==> src/rtl/alu_mc.sv <==
// Multi-cycle ALU: single-cycle ops, Booth multiply, non-restoring divide.
// Divider is compiled in only when ALU_MC_DIV_EN is defined.
module alu_mc #(
  parameter int WIDTH = 32,
  parameter int SHW   = $clog2(WIDTH)
) (
  input  logic               clock,
  input  logic               clear,
  input  logic               start,
  input  logic [4:0]         opcode,
  input  logic [WIDTH-1:0]   A,
  input  logic [WIDTH-1:0]   B,
  output logic               busy,
  output logic               done,
  output logic [2*WIDTH-1:0] result,
  output logic               div_by_zero,
  output logic               illegal_op
);

  localparam logic [4:0] OP_LD   = 5'b00000;
  localparam logic [4:0] OP_LDI  = 5'b00001;
  localparam logic [4:0] OP_ST   = 5'b00010;
  localparam logic [4:0] OP_ADD  = 5'b00011;
  localparam logic [4:0] OP_SUB  = 5'b00100;
  localparam logic [4:0] OP_SHR  = 5'b00101;
  localparam logic [4:0] OP_SHL  = 5'b00110;
  localparam logic [4:0] OP_ROR  = 5'b00111;
  localparam logic [4:0] OP_ROL  = 5'b01000;
  localparam logic [4:0] OP_AND  = 5'b01001;
  localparam logic [4:0] OP_OR   = 5'b01010;
  localparam logic [4:0] OP_ADDI = 5'b01011;
  localparam logic [4:0] OP_ANDI = 5'b01100;
  localparam logic [4:0] OP_ORI  = 5'b01101;
  localparam logic [4:0] OP_MUL  = 5'b01110;
  localparam logic [4:0] OP_DIV  = 5'b01111;
  localparam logic [4:0] OP_NEG  = 5'b10000;
  localparam logic [4:0] OP_NOT  = 5'b10001;

  localparam logic [SHW-1:0] LAST = SHW'(WIDTH - 1);

  typedef enum logic [2:0] {
    IDLE, EXEC, MUL, DIV, FIX, DONE
  } state_t;

  state_t state, state_n;

  logic [WIDTH-1:0]   a_q, b_q;
  logic [4:0]         op_q;
  logic [SHW-1:0]     cnt;
  logic               prime;
  logic [2*WIDTH-1:0] res;
  logic               ill;

  logic [SHW-1:0]     sh;
  logic [2*WIDTH-1:0] rot_r, rot_l;
  logic [WIDTH-1:0]   lo, hi;
  logic               bad, dz0;

  // Booth state: {acc, mq, qb} shifted arithmetically each step
  logic [WIDTH:0]     acc, acc_sum, acc_n, m_ext;
  logic [WIDTH-1:0]   mq, mq_n;
  logic               qb, qb_n;

  logic is_mul, is_div;

  assign is_mul = (opcode == OP_MUL);
`ifdef ALU_MC_DIV_EN
  assign is_div = (opcode == OP_DIV) && (B != '0);
`else
  assign is_div = 1'b0;
`endif

  always_comb begin
    state_n = state;
    unique case (state)
      IDLE: if (start) begin
        if (is_mul)      state_n = MUL;
        else if (is_div) state_n = DIV;
        else             state_n = EXEC;
      end
      EXEC: state_n = DONE;
      MUL:  if (prime && cnt == LAST) state_n = DONE;
`ifdef ALU_MC_DIV_EN
      DIV:  if (prime && cnt == LAST) state_n = FIX;
      FIX:  state_n = DONE;
`endif
      DONE: state_n = IDLE;
      default: state_n = IDLE;
    endcase
  end

  assign sh    = b_q[SHW-1:0];
  assign rot_r = {a_q, a_q} >> sh;
  assign rot_l = {a_q, a_q} << sh;

  always_comb begin
    lo  = '0;
    hi  = '0;
    bad = 1'b0;
    dz0 = 1'b0;
    case (op_q)
      OP_LD, OP_LDI, OP_ST,
      OP_ADD, OP_ADDI: lo = a_q + b_q;
      OP_SUB:          lo = a_q - b_q;
      OP_SHR:          lo = a_q >> sh;
      OP_SHL:          lo = a_q << sh;
      OP_ROR:          lo = rot_r[WIDTH-1:0];
      OP_ROL:          lo = rot_l[2*WIDTH-1:WIDTH];
      OP_AND, OP_ANDI: lo = a_q & b_q;
      OP_OR, OP_ORI:   lo = a_q | b_q;
      OP_NEG:          lo = -b_q;
      OP_NOT:          lo = ~b_q;
`ifdef ALU_MC_DIV_EN
      // only reaches EXEC when the divisor is zero
      OP_DIV: begin
        lo  = '1;
        hi  = a_q;
        dz0 = 1'b1;
      end
`endif
      default:         bad = 1'b1;
    endcase
  end

  assign m_ext = {a_q[WIDTH-1], a_q};

  always_comb begin
    unique case ({mq[0], qb})
      2'b01:   acc_sum = acc + m_ext;
      2'b10:   acc_sum = acc - m_ext;
      default: acc_sum = acc;
    endcase
    acc_n = {acc_sum[WIDTH], acc_sum[WIDTH:1]};
    mq_n  = {acc_sum[0], mq[WIDTH-1:1]};
    qb_n  = mq[0];
  end

`ifdef ALU_MC_DIV_EN
  logic [WIDTH+1:0] rem, rem_sh, rem_n, d_ext;
  logic [WIDTH-1:0] quo, quo_n, dvs, r_fix, q_out, r_out;
  logic             dz;

  assign d_ext  = {2'b00, dvs};
  assign rem_sh = {rem[WIDTH:0], quo[WIDTH-1]};
  assign rem_n  = rem[WIDTH+1] ? rem_sh + d_ext : rem_sh - d_ext;
  assign quo_n  = {quo[WIDTH-2:0], ~rem_n[WIDTH+1]};
  assign r_fix  = rem[WIDTH-1:0] + (rem[WIDTH+1] ? dvs : '0);
  assign q_out  = (a_q[WIDTH-1] ^ b_q[WIDTH-1]) ? -quo : quo;
  assign r_out  = a_q[WIDTH-1] ? -r_fix : r_fix;

  always_ff @(posedge clock or posedge clear) begin
    if (clear) begin
      rem <= '0;
      quo <= '0;
      dvs <= '0;
      dz  <= 1'b0;
    end else begin
      if (state == IDLE && start) dz <= 1'b0;
      if (state == EXEC) dz <= dz0;
      if (state == DIV) begin
        if (!prime) begin
          rem <= '0;
          quo <= a_q[WIDTH-1] ? -a_q : a_q;
          dvs <= b_q[WIDTH-1] ? -b_q : b_q;
        end else begin
          rem <= rem_n;
          quo <= quo_n;
        end
      end
    end
  end

  assign div_by_zero = dz;
`else
  assign div_by_zero = 1'b0;
`endif

  always_ff @(posedge clock or posedge clear) begin
    if (clear) begin
      state <= IDLE;
      a_q   <= '0;
      b_q   <= '0;
      op_q  <= '0;
      cnt   <= '0;
      prime <= 1'b0;
      res   <= '0;
      ill   <= 1'b0;
      acc   <= '0;
      mq    <= '0;
      qb    <= 1'b0;
    end else begin
      state <= state_n;
      case (state)
        IDLE: if (start) begin
          a_q   <= A;
          b_q   <= B;
          op_q  <= opcode;
          cnt   <= '0;
          prime <= 1'b0;
          ill   <= 1'b0;
        end
        EXEC: begin
          res <= {hi, lo};
          ill <= bad;
        end
        // first cycle in MUL/DIV loads the iteration registers
        MUL: if (!prime) begin
          prime <= 1'b1;
          acc   <= '0;
          mq    <= b_q;
          qb    <= 1'b0;
        end else begin
          acc <= acc_n;
          mq  <= mq_n;
          qb  <= qb_n;
          cnt <= cnt + 1'b1;
          if (cnt == LAST) res <= {acc_n[WIDTH-1:0], mq_n};
        end
`ifdef ALU_MC_DIV_EN
        DIV: if (!prime) prime <= 1'b1;
             else cnt <= cnt + 1'b1;
        FIX: res <= {r_out, q_out};
`endif
        default: ;
      endcase
    end
  end

  assign busy       = (state == EXEC) || (state == MUL) ||
                      (state == DIV) || (state == FIX);
  assign done       = (state == DONE);
  assign result     = res;
  assign illegal_op = ill;

endmodule

==> config.mk <==
export PLATFORM = sky130hd
export DESIGN_NAME = alu_mc
export DESIGN_NICKNAME = d
export VERILOG_FILES = /design/src/rtl/alu_mc.sv
export SDC_FILE = /design/constraint.sdc
export NUM_CORES = 1
export LEC_CHECK = 0
export CORE_UTILIZATION = 47
export CTS_CLUSTER_SIZE = 28
export DETAILED_ROUTE_END_ITERATION = 10
export PLACE_DENSITY = 0.7
export SYNTH_ARGS = -nofsm -noshare
export SYNTH_HDL_FRONTEND = slang
export SYNTH_SLANG_ARGS = --single-unit
==> constraint.sdc <==
create_clock -name clock -period 9.1 [get_ports clock]
set_input_delay 1.82 -clock clock [delete_from_list [all_inputs] [get_ports clock]]
set_output_delay 1.82 -clock clock [all_outputs]
set_load 0.03 [all_outputs]
# Word-level counts from Yosys, hierarchy flattened

Cells that the tools add are included.

Register bits: 209
Bits of input ports: 72
Output and inout port bits: 68
Word-level logic and storage cells: 90

Add/sub/neg operators: 6
Equality and inequality tests: 28
Shifts and indexed selects: 4
Muxes and demuxes: 19
Bitwise logic cells: 3
Reduce and logical (&&, ||, !) cells: 19

Operators with widths:

| operator             | number |
|---|---|
| $pmux W32 S10        | 1 |
| $mux W64             | 2 |
| $pmux W64 S2         | 1 |
| $pmux W33 S2         | 1 |
| $shl A64 B5 Y64      | 1 |
| $shr A64 B5 Y32      | 1 |
| $eq A5 B4 Y1 const B | 7 |
| $add A33 B33 Y33     | 1 |
| $mux W33             | 1 |
| $sub A33 B33 Y33     | 1 |
| $add A32 B32 Y32     | 1 |
| $and A32 B32 Y32     | 1 |
| $mux W32             | 1 |
| $neg A32 Y32         | 1 |
| $not A32 Y32         | 1 |
| $or A32 B32 Y32      | 1 |
| $shl A32 B5 Y32      | 1 |
| $shr A32 B5 Y32      | 1 |
| $sub A32 B32 Y32     | 1 |
| $eq A5 B3 Y1 const B | 4 |
| $reduce_or A16 Y1    | 1 |
| $eq A5 B5 Y1 const B | 3 |
| $eq A5 B2 Y1 const B | 2 |
| $mux W5              | 2 |
| 23 further kinds     | 41 |

# Longest topological paths before layout

Gate-level depths: netlist of run 1.

Depth after elaboration: 5
Depth in mapped cells: 20
Depth with buffers taken out: 19

# Worst setup path before layout of run 1

OpenSTA, ideal clock, no wires.

Path type: flip-flop to flip-flop
Start: register a_q[5]
End: register acc[31]
Data arrival time: 4021 ps
Required time: 8996 ps
Path slack: 4975 ps
Cell stages (with the launch flop): 19
Period minus slack after synthesis: 4125 ps
Path through: dfrtp_1 buf_2 or4_4 nor4_1 and3_1 and2_1 a21oi_1 xnor2_1 ha_1 and3_1 clkbuf_1 a21oi_1 nand2_1 a311o_1 nand3_1 a21oi_1 or3_1 a31o_1 o311ai_1

Word-level cells in the longest chain between the ends: 3
Elaborated cells between the ends (all ways): 4

Ends and longest elaborated chain:

| item                                                 | RTL line | source |
|---|---|---|
| start, declared                                      | 47       | `logic [WIDTH-1:0] a_q, b_q;` |
| start signal, assigned                               | 181      | `a_q <= '0;` |
| start signal, assigned                               | 195      | `a_q <= A;` |
| $sub A33 B33 Y33 or $add A33 B33 Y33 (tied branches) | 130, 129 |  |
| $pmux W33 S2 (*)                                     | 128      | `unique case ({mq[0], qb})` |
| $mux W33 (*)                                         | 207      | `MUL: if (!prime) begin` |
| end signal, assigned                                 | 213      | `acc <= acc_n;` |
| end, declared                                        | 60       | `logic [WIDTH:0] acc, acc_sum, acc_n, m_ext;` |

Mark *: on every way between the ends. The rest lies on a longest branch, timed or not.
A chain may end at the register's enable or synchronous reset.

# Worst setup path in the final report of run 1

Start: register a_q[2]
End: register acc[28]

The elaborated chain is that of the path after synthesis.

==> results of run 1 <==
==> synth_stat cells, drive strengths merged (6+ instances only) <==
master	number
nand2	297
nor2	272
a21oi	232
o21ai	222
dfrtp	208
clkbuf	147
ha	140
mux2i	103
inv	91
xnor2	81
a31oi	69
mux4	63
buf	61
nor3	55
a21o	46
nand3	46
a211oi	32
o211ai	27
o31ai	26
xor2	26
nand2b	21
nand4	21
o22ai	21
a22o	20
and2	19
o221ai	19
o21a	17
and3	16
nor4	14
a221oi	13
nor2b	13
mux2	11
a2111oi	10
o21bai	10
a22oi	9
or3	9
a31o	7
o32ai	7
a221o	6
a32oi	6
a41oi	6
==> stage by stage <==
step	cells	util	worst slack (ps)	cell area, um^2
after floorplan	2592	-	1600	20800
after global placement	3159	0.519	4280	22500
after detailed placement	3159	0.519	4160	22500
after CTS	3207	0.538	4180	23300
after global routing	3208	0.538	3790	23300
final	3209	0.538	4010	23300
==> kinds of logic (layout without fill, tap and decap cells) <==
kind of cell | after synthesis | after routing | share of synthesized area
AOI/OAI and AO/OA | 850 | 850 | 0.261
and+or+nand+nor | 806 | 806 | 0.173
buffers and inverters | 300 | 330 | 0.0587
DFF | 208 | 208 | 0.251
muxes | 177 | 177 | 0.124
adders and majority gates | 143 | 143 | 0.0872
xor gates and xnor gates | 107 | 107 | 0.0451
other | 1 | 3 | 0.000180
==> per-layer routing <==
metal  global-route usage  vias up
met5                    0        -
met2                0.595     1120
met4                0.189       10
li1                     -     9509
met3               0.0715      243
met1                0.536    10500
==> how the worst max path moves through the flow <==
stage / end / slack, ps / startpoint
2_1_floorplan: a_q[0]$_DFFE_PP0P_ / 1600 / clear
3_3_place_gp: acc[31]$_DFFE_PP0P_ / 4280 / a_q[2]$_DFFE_PP0P_
3_5_place_dp: acc[28]$_DFFE_PP0P_ / 4160 / a_q[2]$_DFFE_PP0P_
4_1_cts: acc[28]$_DFFE_PP0P_ / 4180 / a_q[2]$_DFFE_PP0P_
5_1_grt: result[30]$_DFFE_PP0P_ / 3790 / op_q[2]$_DFFE_PP0P_
6_report: acc[28]$_DFFE_PP0P_ / 4010 / a_q[2]$_DFFE_PP0P_
==> final cells by class <==
type,instances,area (um^2)
repair buffers,190,1770
clock inverters,14,111
fillers,4149,20000
diodes,2,5.00
clock buffers,34,731
multi-input cells,2084,14400
inverters,92,353
flip-flops and latches,208,5220
well taps,585,732
==> flip-flops by register name, indices dropped and copies added (netlist names), 3 cells and up <==
| name | cells |
|---|---|
| op_q | 5 |
| state | 3 |
| b_q | 32 |
| a_q | 32 |
| mq | 32 |
| result | 64 |
| acc | 32 |
| cnt | 5 |
==> where the power goes <==
group	switching (mW)	total (mW)	internal, mW
logic	5.00	7.95	2.95
registers	0.643	1.85	1.21
clock network	0.470	1.04	0.572
==> critical path, delay by kind of cell, from the launching register on <==
family          cells  cell delay, ps
fa+ha+maj           1             400
compound gates      8            2050
flops               1             550
xor+xnor            1             170
simple gates        5            1790
==> metrics.txt, run 1 <==
Post-synth EDFFs=0; met2 WL=38.4 mm; Top FF cell, synth=dfrtp_1; WS Path Type=register to register; layout cells sized above 1=0.0889; Synthesis Warnings=0; Routed WL=88.4 mm; Die Area=around 45000 um^2; Final GP Congestion=1.02; remaining antenna violation count=0; Worst Tran Pin Value=slightly above 1000 ps; reg2reg start=a_q[2]$_DFFE_PP0P_; leakage power=9.71 nW; largest stage delay on the critical path=between 700 and 800 ps; Gate Count Post-Synth=2592; Worst EP arrival=between 5000 and 6000 ps; 1st-iter DRT viols=2268; peak supply drop=0.309 mV; flops & latches, synth=208; clk sinks=208; max-cap violations=0; Synth-to-Final Area Change=12.3%; CP Launch Type=register; setup violators final=0; CTS Buf Count=26; number of primary I/O pins=140; global-route wire length before repair=131 mm; TNS Setup=0 ps; Skew-Pair Late Insertion Delay=610 ps; status=completed; FFs w/ async S/R, synth=1.00; grt total ovfl=0; Final Skew=between 40 and 50 ps; Worst EP required=9560 ps; core region area=43400 um^2; Starting Density=0.479; reg2reg end=acc[28]$_DFFE_PP0P_; cts repair resizes=0; Routed wire per std cell=27.5 um; vias in the first global route=20400; Max Fanout on Critical Path=14; largest cells by area after synthesis=dfrtp_1 25%, ha_1 8.4%, mux4_2 6.8%, a21oi_1 5.5%, nand2_1 5.4%; hold path depth=2; fin crit share=0.560; Final Hold Viols=0; share of Yosys cell area claimed by the top area cell type=0.251; pwr/cell area=approximately 460 nW/um^2; buffers added on ports=138; clk slew on worst S/H paths=roughly 70 ps; most frequent cells in the layout=296 x nand2_1, 270 x nor2_1, 229 x a21oi_1; Die X=212 um; Total Nets Final=approximately 2800; hold endpoint=result[34]$_DFFE_PP0P_; hold buffers post-CTS=0; total track usage=0.392; drt first pass iters=6; leading area contributor after synthesis=dfrtp_1; relative slew slack=0.321; Max Used Layer=met5; Remaining DRCs=0; sequential fraction of the synthesis area=0.251; CP Cell Sequence=or4_4 > nor4_1 > nor2_1 > xnor2_1 > ha_1 > a21o_1 > a21oi_1 > nor2b_1 > o31ai_1 > o211ai_2 > a21oi_1 > o21ai_0 > and4_1 > a2111oi_2 > o21ai_1; buffer count from post-CTS setup fixing=0; drt via density=~6.7; worst hold margin=~480 ps; Critical-path top delay cell=nor4_1; Hold WC Path Type=register to register; CTS tree=done; crit path capture type=register; Top cell by count, worst path=a21oi_1; FMAX=between 150 and 200 MHz; post-DP HPWL=64.0 mm; hold_sp=result[34]$_DFFE_PP0P_; initial antenna violation count=7; Cell Rows=76; Slew Limit Fails=0; Reg2Reg Setup Slack=4010 ps; synthesized area=20800 um^2; commonest non-fill, non-tap cell in the layout=nand2_1; Max Buffers Root-to-Sink=3; Netlist cell types=98; synthesized area per cell=between 8 and 9 um^2; unrepaired setup endpoints after global routing=false; R2R depth=15; Vias=between 20000 and 25000; Clock Tree Root=clkbuf_16; syn nets=2807; met3 WL=~8.0 mm; H-tree levels=1; largest net degree at the start of global routing=85; WL met1=between 30 and 40 mm; Tot Pwr=approximately 11 mW; height of the die=212 um; Final min period=approximately 5000 ps
Power figures use the tool's default switching activity.
==> run 2, diff against run 1 <==
Settings changed: PLACE_DENSITY 0.7 to 0.72.
Clock period 9.1 ns to 4.51 ns, I/O delays scaled along.
==> run 2 against run 1 <==
Highest routed layer is now met4. Register-to-register slack worse by 3800 ps. Die area is the same. Sequential cell count did not move. Largest cell class unchanged. Total power rose by 110%. Worst setup slack worse by 3800 ps. Critical path type unchanged.
==> metrics.txt, run 2 (synthesis gave the netlist of run 1 again) <==
layout cells sized above 1=0.120 (+0.0315); Slew Limit Fails=0 (unchanged); drt via density=6.57 (-1.6%); Tot Pwr=22.6 mW (+110%); Skew-Pair Late Insertion Delay=600 ps (about the same); clock share of power=0.095 (about the same); Vias=21700 (+1.3%); Die Area=45100 um^2 (unchanged); Final GP Congestion=1.03 (+1.4%); clk slew on worst S/H paths=60 ps (about the same); max reg flops=64 (unchanged); FMAX=234 MHz (+19%); WS Path Type=register to register; hold endpoint=result[35]$_DFFE_PP0P_; number of primary I/O pins=140 (unchanged); relative slew slack=0.186 (-0.135); Clock Tree Root=clkbuf_16; buffers added on ports=138 (unchanged); Max Fanout on Critical Path=30 (+16); total track usage=0.393 (+0.000904); Total Nets Final=2914 (+3.4%); Worst Tran Pin Value=1220 ps (+197 ps); H-tree levels=1 (unchanged); sw frac=0.549 (-0.0152); Final min period=4270 ps (-822 ps); final non-filler cell total=3302 (+2.9%); Synth-to-Final Area Change=16.6%; drt first pass iters=6 (unchanged); fin crit share=0.947 (+0.387); vias in the first global route=21000 (+3.0%); clk sinks=208 (unchanged); CTS tree=done; Final Hold Viols=0 (unchanged); Die X=212 um (unchanged); leakage power=10.2 nW (+5.2%); CTS Buf Count=26 (unchanged); final worst setup slack=240 ps (-3770 ps); global-route wire length before repair=132 mm (+0.48%); hold path depth=2 (unchanged); Remaining DRCs=0 (unchanged); Starting Density=0.479 (unchanged); most frequent cells in the layout=296 x nand2_1, 270 x nor2_1, 228 x a21oi_1; largest net degree at the start of global routing=94 (+11%); Final Skew=40.4 ps (-1.38 ps); commonest non-fill, non-tap cell in the layout=nand2_1; Worst EP required=4930 ps (-4630 ps); reg2reg start=op_q[0]$_DFFE_PP0P_; hold_sp=result[35]$_DFFE_PP0P_; height of the die=212 um (unchanged); Cell Rows=76 (unchanged); peak supply drop=0.837 mV (+170%); initial antenna violation count=1 (-6); Hold WC Path Type=register to register; TNS Setup=0 ps (unchanged); remaining antenna violation count=0 (unchanged); post-DP HPWL=66.1 mm (+3.4%); status=completed; pwr/cell area=933 nW/um^2 (+100%); Placed Cells=3256 (+3.1%); crit path capture type=register; 1st-iter DRT viols=2538 (+12%); Reg2Reg Setup Slack=240 ps (-3770 ps); setup violators final=0 (unchanged); Max Buffers Root-to-Sink=3 (unchanged); Routed WL=88.6 mm (+0.23%); unrepaired setup endpoints after global routing=false; R2R depth=16 (+1); Routed wire per std cell=26.8 um (-2.6%); Worst EP arrival=4690 ps (-870 ps); design internal power=10.2 mW (+120%); reg2reg end=result[30]$_DFFE_PP0P_; Logic pwr share=0.763 (+0.030); grt total ovfl=0 (unchanged); part of the power in registers=0.142 (-0.029); CP Launch Type=register; core region area=43400 um^2 (unchanged); Post-Place Setup Slack=207 ps (-3950 ps); Net Switching=12.4 mW (+100%); max-cap violations=0 (unchanged)
## run 2: cell types whose count changed in the layout (fill, tap and decap cells not counted), moves of 2 or more
cell / previous run / this run
clkinv_2: 8 / 3
buf_12: 0 / 11
inv_6: 3 / 0
buf_4: 52 / 138
bufinv_16: 0 / 2
clkinvlp_4: 2 / 6
## run 2: layer usage
metal,global-route usage,part of all wire,vias to the layer above
li1,-,-,9714
met1,0.528,0.42,10600
met2,0.600,0.44,1147
met3,0.0809,0.089,256
met4,0.192,0.055,0
met5,0,0,-
## run 2: per-stage QoR
step | instance area [um^2] | hold WS, ps | util
after detailed placement | 23300 | 465 | 0.538
after CTS | 24200 | 478 | 0.558
after global placement | 23300 | 455 | 0.538
final | 24200 | 474 | 0.559
after floorplan | 20800 | 449 | -
after global routing | 24200 | 507 | 0.559
## run 2: repair_timing
| item | 4_1_cts | 5_1_grt |
|---|---|---|
| setup endpoints to repair | 0 | 7 |
| hold buffers | 0 | 0 |
| gates resized for setup | 0 | 2 |
| buffers inserted | 0 | 0 |
## run 2: area by class of cell
cell class,instances,area [um^2]
Sequential cell,208,5220
Fill cell,4128,19100
Multi-Input combinational cell,2084,14400
Inverter,92,349
Clock inverter,12,151
Clock buffer,33,717
Timing Repair Buffer,287,2640
Antenna cell,1,2.50
Tap cell,585,732
## run 2: worst max-delay path by stage
| stage | start | endpoint | slack [ps] | cells after the start |
|---|---|---|---|---|
| 4_1_cts | a_q[2]$_DFFE_PP0P_ | acc[31]$_DFFE_PP0P_ | 180 | 16 |
| 3_3_place_gp | a_q[2]$_DFFE_PP0P_ | acc[31]$_DFFE_PP0P_ | 340 | 16 |
| 6_report | op_q[0]$_DFFE_PP0P_ | result[30]$_DFFE_PP0P_ | 240 | 16 |
| 5_1_grt | a_q[2]$_DFFE_PP0P_ | result[60]$_DFFE_PP0P_ | 2 | 16 |
| 2_1_floorplan | a_q[5]$_DFFE_PP0P_ | acc[31]$_DFFE_PP0P_ | 380 | 18 |
| 3_5_place_dp | a_q[2]$_DFFE_PP0P_ | acc[31]$_DFFE_PP0P_ | 210 | 16 |
## run 2: critical path: stages, from the launching register on
cell and delay [ps]:
dfrtp_1 390, nor2_2 130, buf_4 410, a31oi_1 210, ha_1 360, nand3_1 140
a211oi_1 400, buf_4 210, o311ai_1 110, buf_4 180, a21boi_1 260, a311oi_2 150
buf_4 180, o21ai_1 250, o41ai_1 130, o31ai_1 320, o311ai_0 220
## run 2: power groups by stage
stage / Clock [mW] / Combinational (mW) / Sequential, mW
floorplan: 0 / 11.2 / 3.10
global placement: 0 / 16.6 / 3.19
CTS: 2.18 / 16.8 / 3.19
finish: 2.15 / 17.2 / 3.21
global route: 2.24 / 18.4 / 3.25
detailed placement: 0 / 16.6 / 3.21
==> edit, RTL diff (config.mk and constraints of run 2) <==
Set the parameter `WIDTH` to 16 (it was 32).
--- a/src/rtl/alu_mc.sv
+++ b/src/rtl/alu_mc.sv
@@ -2,5 +2,5 @@
 // Divider is compiled in only when ALU_MC_DIV_EN is defined.
 module alu_mc #(
-  parameter int WIDTH = 32,
+  parameter int WIDTH = 16,
   parameter int SHW   = $clog2(WIDTH)
 ) (
Ports: changed (resized A, B and result); port bits go from 140 to 76. No check against the original RTL was run, so the function may have changed too.
==> edit against run 2 <==
Sequential cell count fell by 97. Routed wire length down 61%. Setup slack better by 420 ps. Critical path type unchanged. Power down 59%. Area after synthesis down 54%. Design area down 55%. Sequential power is 44% lower. Final cell count decreased by 54%.
==> edit: results <==
[outcome]
outcome = "finished, final reports clean"

[yosys]
synth_common_cells = "nand2_1, o21ai_0, dfrtp_1"
async_flop_share = 1.00
ys_warn_count = 0
syn-num-nets = 1329
ys_seq_area_frac = 0.288
synthTopCellsByArea = "dfrtp_1, ha_1, nand2_1"
synth.distinct_cells = 74

[drt]
drt_iter0_markers = 1065
met1_length_mm = 15.5
routedWlPerCell_um = 22.9
met2WireLength_mm = 14.8
vias = 9547
drt_first_pass_iters = 5
wl_met3_mm = 3.06

[final_layout]
largest_reg_flops = 32
nets = 1357
fin_area_um2 = 10900
drive_above_1_share = 0.0625

[power]
ir_drop_mv = 0.528
cellLeakagePower_nw = 4.72
switching_power_mw = 5.10

[worst_setup_path]
worst_ep_arrival_time_ps = 4140
slowest_stage = "dfrtp_1"
slowest_delay_ps = 510
crit_fanout = 13

[cts]
htreeDepth = 3
worstSkewPairLatency_ps = 370
cts.path.max_buffers = 2
numCtsBuffers = 9
clk_pin_slew_ps = 80
cts_resized = 0
cts_root_buf = "clkbuf_16"

[placed_design]
hpwl_mm = 26.3
dpl-instance-area_um2 = 10600
globalplace.congestion = 1.04
port_buffers = 74

[timing]
maxSlewHeadroom = 0.324
finClkSkew_ps = 11.7

[grt]
grt_max_degree = 90
grt_pass1_vias = 8697
grt_use_total = 0.331
grt_pass1_wl_mm = 53.0
grt_util_met2 = 0.481
grtUsageMet1 = 0.489
use_met3 = 0.0478
antenna_found_initial = 1
## edit: changes by cell type after synthesis, sizes merged, moves of 55 or more
cell | run 2 | this run
ha | 140 | 71
nor2 | 272 | 98
clkbuf | 147 | 53
dfrtp | 208 | 111
o21ai | 222 | 144
mux4 | 63 | 7
a21oi | 232 | 96
mux2i | 103 | 48
nand2 | 297 | 188
## edit: final cells by class
class | instances | area, um^2
Tap cell | 270 | 338
Clock inverter | 6 | 83.8
Antenna cell | 1 | 2.50
Timing Repair Buffer | 98 | 946
Multi-Input combinational cell | 976 | 6370
Sequential cell | 111 | 2780
Inverter | 47 | 179
Clock buffer | 10 | 239
Fill cell | 1926 | 9230
## edit: power groups by stage
stage               Clock [mW]  Combinational, mW  Sequential (mW)
floorplan                    0               4.58             1.63
global placement             0               6.35             1.79
detailed placement           0               6.39             1.80
CTS                      0.908               6.43             1.78
global route             0.940               7.08             1.85
finish                   0.895               6.62             1.80
## edit: metrics by stage
stage	instances	util	setup slack, ps
finish	1519	0.542	658
global route	1518	0.542	339
CTS	1518	0.542	713
detailed placement	1502	0.526	858
global placement	1502	0.526	981
floorplan	1215	-	677
## edit: kinds of logic after synthesis
group / share of synthesized area
AO/OA/AOI/OAI: 0.257
AND/OR/NAND/NOR: 0.172
buffers and inverters: 0.0538
flip-flops: 0.288
adder cells (fa/ha/maj): 0.0983
multiplexers: 0.0767
XOR/XNOR: 0.0536
other: 0.000389
## edit: final timing paths
path | startpoint | cells past startpoint | end | slack [ps]
setup / recovery | op_q[0] | 14 | result[14] | 660
hold / removal | result[28] | 2 | result[28] | 480
setup reg to reg | op_q[0] | 14 | result[14] | 660
hold reg to reg | result[28] | 2 | result[28] | 480
max in group asynchronous | clear | 3 | b_q[11] | 2850
min in group asynchronous | clear | 2 | op_q[2] | 840
